[src/rtl/obuf_sched_pkg.sv]
// Shared definitions for the output-buffer accumulation scheduler.
// Holds the scheduler state encoding and the default loop-nest dimensions.
package obuf_sched_pkg;

    typedef enum logic {
        ST_IDLE = 1'b0,
        ST_RUN  = 1'b1
    } sched_state_t;

    localparam int NUM_LOOPS_DEF = 5;
    localparam int LOOP_ID_W_DEF = 5;
    localparam int ITER_W_DEF    = 16;

endpackage

[src/rtl/accum_loop_cnt.sv]
// One odometer stage of the accumulation loop nest.
// Counts carry_in events and wraps to zero once the count reaches iter.
// Ports:
//   clk, reset     clock, synchronous active-high reset
//   i_clear        force the count back to zero (takes priority over carry_in)
//   i_carry_in     advance this stage by one
//   i_iter         last count value of this loop (iterations minus one)
//   o_cnt          current count
//   o_at_zero      count is zero
//   o_at_max       count equals i_iter
//   o_carry_out    this stage wraps on the current carry_in
module accum_loop_cnt #(
    parameter int ITER_W = 16
) (
    input  logic              clk,
    input  logic              reset,
    input  logic              i_clear,
    input  logic              i_carry_in,
    input  logic [ITER_W-1:0] i_iter,
    output logic [ITER_W-1:0] o_cnt,
    output logic              o_at_zero,
    output logic              o_at_max,
    output logic              o_carry_out
);

    logic [ITER_W-1:0] r_cnt;

    assign o_cnt       = r_cnt;
    assign o_at_zero   = (r_cnt == '0);
    assign o_at_max    = (r_cnt == i_iter);
    assign o_carry_out = i_carry_in & o_at_max;

    always_ff @(posedge clk) begin
        if (reset || i_clear) begin
            r_cnt <= '0;
        end else if (i_carry_in) begin
            r_cnt <= o_at_max ? '0 : r_cnt + 1'b1;
        end
    end

endmodule

[src/rtl/obuf_accum_sched.sv]
// Accumulation scheduler for the output-buffer datapath.
// Models the layer as a loop nest of NUM_LOOPS counters (loop 0 innermost),
// advanced by tile completions. For each tile it tells the obuf read-mux
// whether to start from bias or accumulate onto obuf, and flags the final
// reduction pass so writeback can be enabled.
//
// state | meaning
// IDLE  | waiting for start; config writable; outputs sel/last held low
// RUN   | layer in progress; counting tile_done pulses
//
// Ports:
//   clk, reset            clock, synchronous active-high reset
//   i_cfg_loop_iter_v     write strobe for one loop's iteration count
//   i_cfg_loop_index      target loop of the write
//   i_cfg_loop_iter       iterations minus one
//   i_cfg_red_mask_v      write strobe for reduction mask
//   i_cfg_red_mask        bit i set = loop i accumulates
//   i_start               begin a layer
//   i_tile_done           one innermost tile finished
//   o_obuf_bias_sel       1 = accumulate onto obuf, 0 = initialise from bias
//   o_last_accum          current tile is the final reduction pass
//   o_busy                layer in progress
//   o_done                one-cycle pulse after the final tile
//   o_cfg_err             one-cycle pulse for a rejected config write
module obuf_accum_sched
    import obuf_sched_pkg::*;
#(
    parameter int NUM_LOOPS = NUM_LOOPS_DEF,
    parameter int LOOP_ID_W = LOOP_ID_W_DEF,
    parameter int ITER_W    = ITER_W_DEF
) (
    input  logic                 clk,
    input  logic                 reset,
    input  logic                 i_cfg_loop_iter_v,
    input  logic [LOOP_ID_W-1:0] i_cfg_loop_index,
    input  logic [ITER_W-1:0]    i_cfg_loop_iter,
    input  logic                 i_cfg_red_mask_v,
    input  logic [NUM_LOOPS-1:0] i_cfg_red_mask,
    input  logic                 i_start,
    input  logic                 i_tile_done,
    output logic                 o_obuf_bias_sel,
    output logic                 o_last_accum,
    output logic                 o_busy,
    output logic                 o_done,
    output logic                 o_cfg_err
);

    sched_state_t r_state;
    sched_state_t w_state_nxt;

    logic [ITER_W-1:0]    r_iter [NUM_LOOPS];
    logic [NUM_LOOPS-1:0] r_red_mask;

    logic r_bias_sel;
    logic r_last_accum;
    logic r_done;
    logic r_cfg_err;

    logic [ITER_W-1:0]    w_cnt [NUM_LOOPS];
    logic [NUM_LOOPS-1:0] w_at_zero;
    logic [NUM_LOOPS-1:0] w_at_max;
    logic [NUM_LOOPS-1:0] w_zero_nxt;
    logic [NUM_LOOPS-1:0] w_max_nxt;
    logic [NUM_LOOPS:0]   w_carry;

    logic w_run;
    logic w_start_acc;
    logic w_final;
    logic w_clear;
    logic w_cfg_rej;
    logic w_iter_we;
    logic w_mask_we;
    logic w_red_zero_nxt;
    logic w_red_max_nxt;
    logic w_run_nxt;

    assign w_run       = (r_state == ST_RUN);
    assign w_start_acc = i_start & ~w_run;
    assign w_carry[0]  = i_tile_done & w_run;
    // The carry only leaves the outermost stage when every loop is at its max.
    assign w_final     = w_carry[NUM_LOOPS];
    assign w_clear     = w_start_acc | w_final;

    // A write is rejected while a layer runs or when it collides with a start.
    assign w_cfg_rej = (i_cfg_loop_iter_v | i_cfg_red_mask_v) & (w_run | i_start);
    assign w_iter_we = i_cfg_loop_iter_v & ~w_cfg_rej;
    assign w_mask_we = i_cfg_red_mask_v & ~w_cfg_rej;

    genvar g;
    generate
        for (g = 0; g < NUM_LOOPS; g++) begin : g_loop
            accum_loop_cnt #(
                .ITER_W(ITER_W)
            ) u_cnt (
                .clk        (clk),
                .reset      (reset),
                .i_clear    (w_clear),
                .i_carry_in (w_carry[g]),
                .i_iter     (r_iter[g]),
                .o_cnt      (w_cnt[g]),
                .o_at_zero  (w_at_zero[g]),
                .o_at_max   (w_at_max[g]),
                .o_carry_out(w_carry[g+1])
            );

            // Lookahead of each stage's flags one cycle ahead, so that the
            // select/last outputs can be registered without added latency.
            always_comb begin
                w_zero_nxt[g] = w_at_zero[g];
                w_max_nxt[g]  = w_at_max[g];
                if (w_clear) begin
                    w_zero_nxt[g] = 1'b1;
                    w_max_nxt[g]  = (r_iter[g] == '0);
                end else if (w_carry[g+1]) begin
                    w_zero_nxt[g] = 1'b1;
                    w_max_nxt[g]  = (r_iter[g] == '0);
                end else if (w_carry[g]) begin
                    w_zero_nxt[g] = 1'b0;
                    w_max_nxt[g]  = (ITER_W'(w_cnt[g] + 1'b1) == r_iter[g]);
                end
            end
        end
    endgenerate

    // Loops outside the reduction mask do not constrain either flag.
    assign w_red_zero_nxt = &(~r_red_mask | w_zero_nxt);
    assign w_red_max_nxt  = &(~r_red_mask | w_max_nxt);
    assign w_run_nxt      = (w_state_nxt == ST_RUN);

    always_comb begin
        w_state_nxt = r_state;
        case (r_state)
            ST_IDLE: if (i_start) w_state_nxt = ST_RUN;
            ST_RUN:  if (w_final) w_state_nxt = ST_IDLE;
            default: w_state_nxt = ST_IDLE;
        endcase
    end

    always_ff @(posedge clk) begin
        if (reset) begin
            r_state      <= ST_IDLE;
            r_bias_sel   <= 1'b0;
            r_last_accum <= 1'b0;
            r_done       <= 1'b0;
            r_cfg_err    <= 1'b0;
        end else begin
            r_state      <= w_state_nxt;
            r_bias_sel   <= w_run_nxt & ~w_red_zero_nxt;
            r_last_accum <= w_run_nxt & w_red_max_nxt;
            r_done       <= w_final;
            r_cfg_err    <= w_cfg_rej;
        end
    end

    always_ff @(posedge clk) begin
        if (reset) begin
            r_red_mask <= '0;
            for (int i = 0; i < NUM_LOOPS; i++) begin
                r_iter[i] <= '0;
            end
        end else begin
            if (w_mask_we) begin
                r_red_mask <= i_cfg_red_mask;
            end
            // Out-of-range indices match no entry and are dropped silently.
            for (int i = 0; i < NUM_LOOPS; i++) begin
                if (w_iter_we && (i_cfg_loop_index == LOOP_ID_W'(i))) begin
                    r_iter[i] <= i_cfg_loop_iter;
                end
            end
        end
    end

    assign o_obuf_bias_sel = r_bias_sel;
    assign o_last_accum    = r_last_accum;
    assign o_busy          = w_run;
    assign o_done          = r_done;
    assign o_cfg_err       = r_cfg_err;

endmodule

[config.mk]
export PLATFORM = sky130hd
export DESIGN_NAME = obuf_accum_sched
export DESIGN_NICKNAME = d
export VERILOG_FILES = /design/src/rtl/obuf_sched_pkg.sv /design/src/rtl/accum_loop_cnt.sv /design/src/rtl/obuf_accum_sched.sv
export SDC_FILE = /design/constraint.sdc
export NUM_CORES = 1
export LEC_CHECK = 0
export CAP_MARGIN = 20
export CORE_ASPECT_RATIO = 2
export CORE_MARGIN = 1.5
export CORE_UTILIZATION = 55
export CTS_CLUSTER_DIAMETER = 120
export CTS_CLUSTER_SIZE = 40
export DETAILED_ROUTE_END_ITERATION = 10
export GPL_ROUTABILITY_DRIVEN = 0
export MAX_ROUTING_LAYER = met4
export PLACE_DENSITY_LB_ADDON = 0.3
export REMOVE_ABC_BUFFERS = 1
export SKIP_CTS_REPAIR_TIMING = 1
export SLEW_MARGIN = 20
export SYNTH_ARGS = -nofsm -noshare
export SYNTH_HDL_FRONTEND = slang
export SYNTH_SLANG_ARGS = --single-unit
[constraint.sdc]
create_clock -name clk -period 3.6 [get_ports clk]
set_input_delay 0.36 -clock clk [delete_from_list [all_inputs] [get_ports clk]]
set_output_delay 0.36 -clock clk [all_outputs]
set_load 0.1 [all_outputs]
Word level (Yosys, flattened, before mapping)
Memories as Yosys holds them, arrays and structs flattened.
Cells that the tools add are included.

storage, ports and cells
  register bits = 90
  memory bits (writable) = 80
  output and inout bits = 5
  memories = 1

operators by class
  $add $sub $neg = 5
  equality and inequality tests = 14
  muxes and demuxes = 60
  bitwise operators = 26
  reduce and logical (&&, ||, !) cells = 19

memory list
  memory  depth  width  read ports  clocked after Yosys merged registers in  write ports  RTL line                source
  r_iter  5      16     5           0                                        5            obuf_accum_sched.sv:51  logic [ITER_W-1:0] r_iter [NUM_LOOPS];

operators by type and width
  cell                                           number
  == test 16 bit                                 10
  logical NOT 16 bit                             10
  2-to-1 mux 16 bit                              10
  adder 16 x 1 -> 16 bit, second input constant  5
  2-to-1 mux 1 bit                               49
  AND 1 bit                                      12
  == test 5 x 2 -> 1 bit, second input constant  2
  OR 5 bit                                       2
  AND reduction 5 bit                            2
  OR 1 bit                                       8
  == test 5 x 1 -> 1 bit, second input constant  1
  == test 5 x 3 -> 1 bit, second input constant  1
  logical AND 1 bit                              5
  logical NOT 5 bit                              1
  NOT 5 bit                                      1
  NOT 1 bit                                      3
  case mux 1 bit (2 select lines)                1
  logical OR 1 bit                               1

Longest topological paths before layout
  word-level depth = 12
  depth in mapped cells = 12

Hierarchy
Synthesis repeated with hierarchy kept, for this count alone.

unflattened totals
  cells, all modules = 1218
  area, all modules = 11153.2 sq um

modules (own cells, without submodules)
  module            times used  cells each  area an instance (sq um)
  obuf_accum_sched  1           608         6042.0
  accum_loop_cnt    5           122         1022.2

Worst setup path after synthesis
OpenSTA, ideal clock, no wires.

  kind = reg2reg
  start = reg r_state (netlist: o_busy)
  end = mem r_iter[1][0] (netlist: r_iter[0][16]) (enable)
  setup time = 436 ps
  data arrival time = 2816 ps
  setup slack = 348 ps
  cell stages (with the launch flop) = 4
  buffers on the path = 0
  clock period less this slack = 3252 ps
  cells stage by stage = dfxtp_1 nor2_1 nand4_1 o41ai_1

RTL lines
  element                   RTL line                 source
  start: declaration        obuf_accum_sched.sv:48   sched_state_t r_state;
  start signal: assignment  obuf_accum_sched.sv:147  r_state <= w_state_nxt;
  end: declaration          obuf_accum_sched.sv:51

Final worst setup path
  start = reg g_loop[0].u_cnt.r_cnt[0]
  end = reg r_last_accum (netlist: o_last_accum)

between the ends
  cells in the longest elaborated chain, start to end = 11
  elaborated cells between the ends (all ways) = 29
  those cells by class = 1 x add/sub; 2 x eq/ne; 17 x mux; 8 x bitwise; 1 x reduce/logical

ends and longest elaborated chain
  element                                                          RTL line                 source
  start: declaration                                               accum_loop_cnt.sv:26     logic [ITER_W-1:0] r_cnt;
  start signal: assignment                                         accum_loop_cnt.sv:37     r_cnt <= o_at_max ? '0 : r_cnt + 1'b1;
  branches (longest 10 deep; another with adder 16 x 1 -> 16 bit)  n/a
  AND 1 bit *                                                      obuf_accum_sched.sv:149  r_last_accum <= w_run_nxt & w_red_max_nxt;
  end signal: assignment                                           obuf_accum_sched.sv:149
  end: declaration                                                 obuf_accum_sched.sv:55   logic r_last_accum;

Every way passes the cells marked *.
A chain may end at the register's enable or synchronous reset.

==> impl_metrics.ini <==
[clock_tree]
cts_sinks = 170
cts_max_path_buffers = 2
cts.clk_slew.worst_paths_ns = 0.07
cts_root_buffer = clkbuf_16
clock_latency_ns = 0.43
numCtsBuffers = 17
cts_tree = built
clock_tree.htree_level_count = 4

[grt]
antenna_found_initial = 0
grt_pass1_vias = 8616
grt_max_degree = 25
track_usage_pct = 31.4
grt.overflow.total = 0
grt_pass1_wl_um = 45400

[power_and_ir_drop]
p_sw_share_pct = 24.8
power_uw = 4180
power.share.clock_pct = 43.1
pwr-share-seq_pct = 50.3
p_leak_uw = 0.00361
vdd_ir_drop_max_mv = 0.268
combPwrFrac_pct = 6.5
p_sw_uw = 1040
intPower_uw = 3140
power_density_mw_per_mm2 = 374

[placement]
port_buffers = 36
dpl.hpwl_um = 21500
place_inst = 1323
postPlaceCellArea_mm2 = 0.0106

[final_layout]
area_delta_synth_final_pct = 11.1
layout_commonest_cell = xnor2_1
layout-drive-gt1-share_pct = 7.62
nNetsFinal = 1171
design_area_mm2 = 0.0112
fin_util_pct = 62.5
stdcell_count = 1355
most-common-layout-cells = xnor2_1, nor2_1, dfxtp_1, edfxtp_1, nand2_1
diodes = 0

[floorplanning]
start_util_pct = 56.2
die_area_mm2 = 0.0191
core_area_mm2 = 0.0179
die_h_um = 194
die_w_um = 98.6
rows = 69
io_pins = 37

[synthesis]
synth_edf_count = 80
synth_seq_cells = 170
synth.avg_cell_area_um2 = 8.99
synth_ff_type = dfxtp_1
ys_types = 76
ys_seq_area_share_pct = 41.8
async_flop_share_pct = 0
synthCells = 1118
yosysWarnings = 0
mappedNetlistArea_mm2 = 0.0100

[critical_path]
r2r-end = o_last_accum
max_stage_delay_ns = 0.86
cp_cell_sequence = ha_1 > nand4_1 > nor4_1 > xnor2_1 > nor4_1 > o2111ai_1 > a22oi_1 > nand4_1 > a211oi_2
rr_startpoint = g_loop[0].u_cnt.o_cnt[0]
cp-end-kind = flop
crit_fanout = 9
critPathSlowestCell = nor4_1
regToRegSetupSlack_ns = 0.30
arrival_ns = 3.66
r2r_cells = 9
cp_data_required_time_ns = 3.96
worstSetupPathType = reg -> reg
start_kind = flop

[outcome]
violations = DRC
status = finished, violations left

[routing]
viasPerCell = 6.45
wl_met1_um = 9830
drc = 1
ant_nets = 0
top_layer = met4
routedWlPerCell_um = 21.3
drt_iter0_drc = 690
vias = 8737
routed_wl_um = 28800
dr_wl_met3_um = 1640
dr.pass1.iters = 8
routed-wl-met2_um = 15100

[worst_hold_path]
worstHoldEndpoint = g_loop[3].u_cnt.o_cnt[15]
hp-start = g_loop[3].u_cnt.o_cnt[15]
worstHoldPathCells = 2
hp-class = reg -> reg

[timing]
rsz0062_at_grt = false
skew_ns = 0.0139
slew_headroom_pct = 35.4
tns_ns = 0
slew_viol_final = 0
hold_viol = 0
setup_violations = 0
fmax_mhz = 303
period_share_pct = 91.6
period_needed_ns = 3.30
max_slew.worst_pin.slew_ns = 0.966

[job]
drv_cap = 0
[layout make-up]
| class | count | area [um^2] |
|---|---|---|
| timing repair buffer | 70 | 616 |
| clock inverter | 13 | 136 |
| clock buffer | 19 | 433 |
| tap | 213 | 267 |
| multi-input combinational | 843 | 5410 |
| sequential | 170 | 4200 |
| fill | 1479 | 6700 |
| inverter | 27 | 101 |
[worst max path at each step]
stage                                         start                  endpoint  slack (ns)  cells past startpoint
after global routing       g_loop[0].u_cnt.o_cnt[0]              o_last_accum        0.07                      9
after detailed placement  g_loop[0].u_cnt.o_cnt[11]  g_loop[4].u_cnt.o_cnt[6]        0.39                      8
after global placement     g_loop[0].u_cnt.o_cnt[3]  g_loop[4].u_cnt.o_cnt[6]        0.41                      8
after CTS                  g_loop[0].u_cnt.o_cnt[8]  g_loop[4].u_cnt.o_cnt[6]        0.35                      8
after floorplan                              o_busy              o_last_accum       -0.07                      6
final                      g_loop[0].u_cnt.o_cnt[0]              o_last_accum        0.30                      9
[layer usage]
layer / up-vias / GRT usage, %
met5: - / -
met4: 0 / 21.9
met3: 157 / 4.58
met2: 406 / 55.4
met1: 4133 / 31.3
li1: 4041 / -
[state kept, by name (all words and copies together) (netlist names)]
| register | count |
|---|---|
| o_done | 1 |
| r_red_mask | 5 |
| o_busy | 1 |
| o_obuf_bias_sel | 1 |
| r_iter | 80 |
| o_cfg_err | 1 |
| g_loop.u_cnt.o_cnt | 80 |
| o_last_accum | 1 |
[power by group through the flow]
stage	clock network [uW]	registers [uW]	logic, uW
finish	1800	2100	274
detailed placement	0	2140	267
CTS	1820	2100	270
global placement	0	2140	264
floorplan	0	2150	140
global route	1890	2110	292
[per-stage QoR]
step / setup WS, ns / hold slack [ns]
6_report: 0.304 / 0.524
5_1_grt: 0.0660 / 0.553
4_1_cts: 0.352 / 0.527
3_5_place_dp: 0.386 / 0.514
3_3_place_gp: 0.413 / 0.510
2_1_floorplan: -0.0727 / 0.432
[worst max-delay path: cells and delay by family (launching register included)]
| kind | cells | cell delay, ns |
|---|---|---|
| and+or+nand+nor | 4 | 1.53 |
| AOI/OAI and AO/OA | 3 | 0.59 |
| DFF | 1 | 0.53 |
| adders and majority gates | 1 | 0.38 |
| xor gates and xnor gates | 1 | 0.17 |
[Yosys cell counts, types with 8 or more instances]
cell / number / area, um^2
xnor2_1: 118 / 1030
nor2_1: 114 / 428
dfxtp_1: 90 / 1800
edfxtp_1: 80 / 2400
nand2_1: 76 / 285
clkbuf_1: 65 / 244
xor2_1: 57 / 499
nand3_1: 56 / 280
nor4_1: 54 / 338
nor3_1: 45 / 225
nand4_1: 42 / 263
a21oi_1: 39 / 195
o21ai_0: 36 / 180
inv_1: 25 / 93.8
and2_1: 24 / 150
or3_1: 17 / 106
and3_1: 11 / 68.8
or4_1: 11 / 82.6
ha_1: 10 / 125
nor3b_1: 9 / 67.6
and4_1: 8 / 70.1
mux2i_1: 8 / 80.1
o211ai_1: 8 / 60.1
[logic make-up after synthesis]
family,share of synthesized area (%)
AO/OA/AOI/OAI,8.48
multiplexers,0.909
XOR/XNOR,15.6
buffers and inverters,4.40
flip-flops,41.8
adder cells (fa/ha/maj),1.25
AND/OR/NAND/NOR,27.6
(Power assumes the default switching activity.)
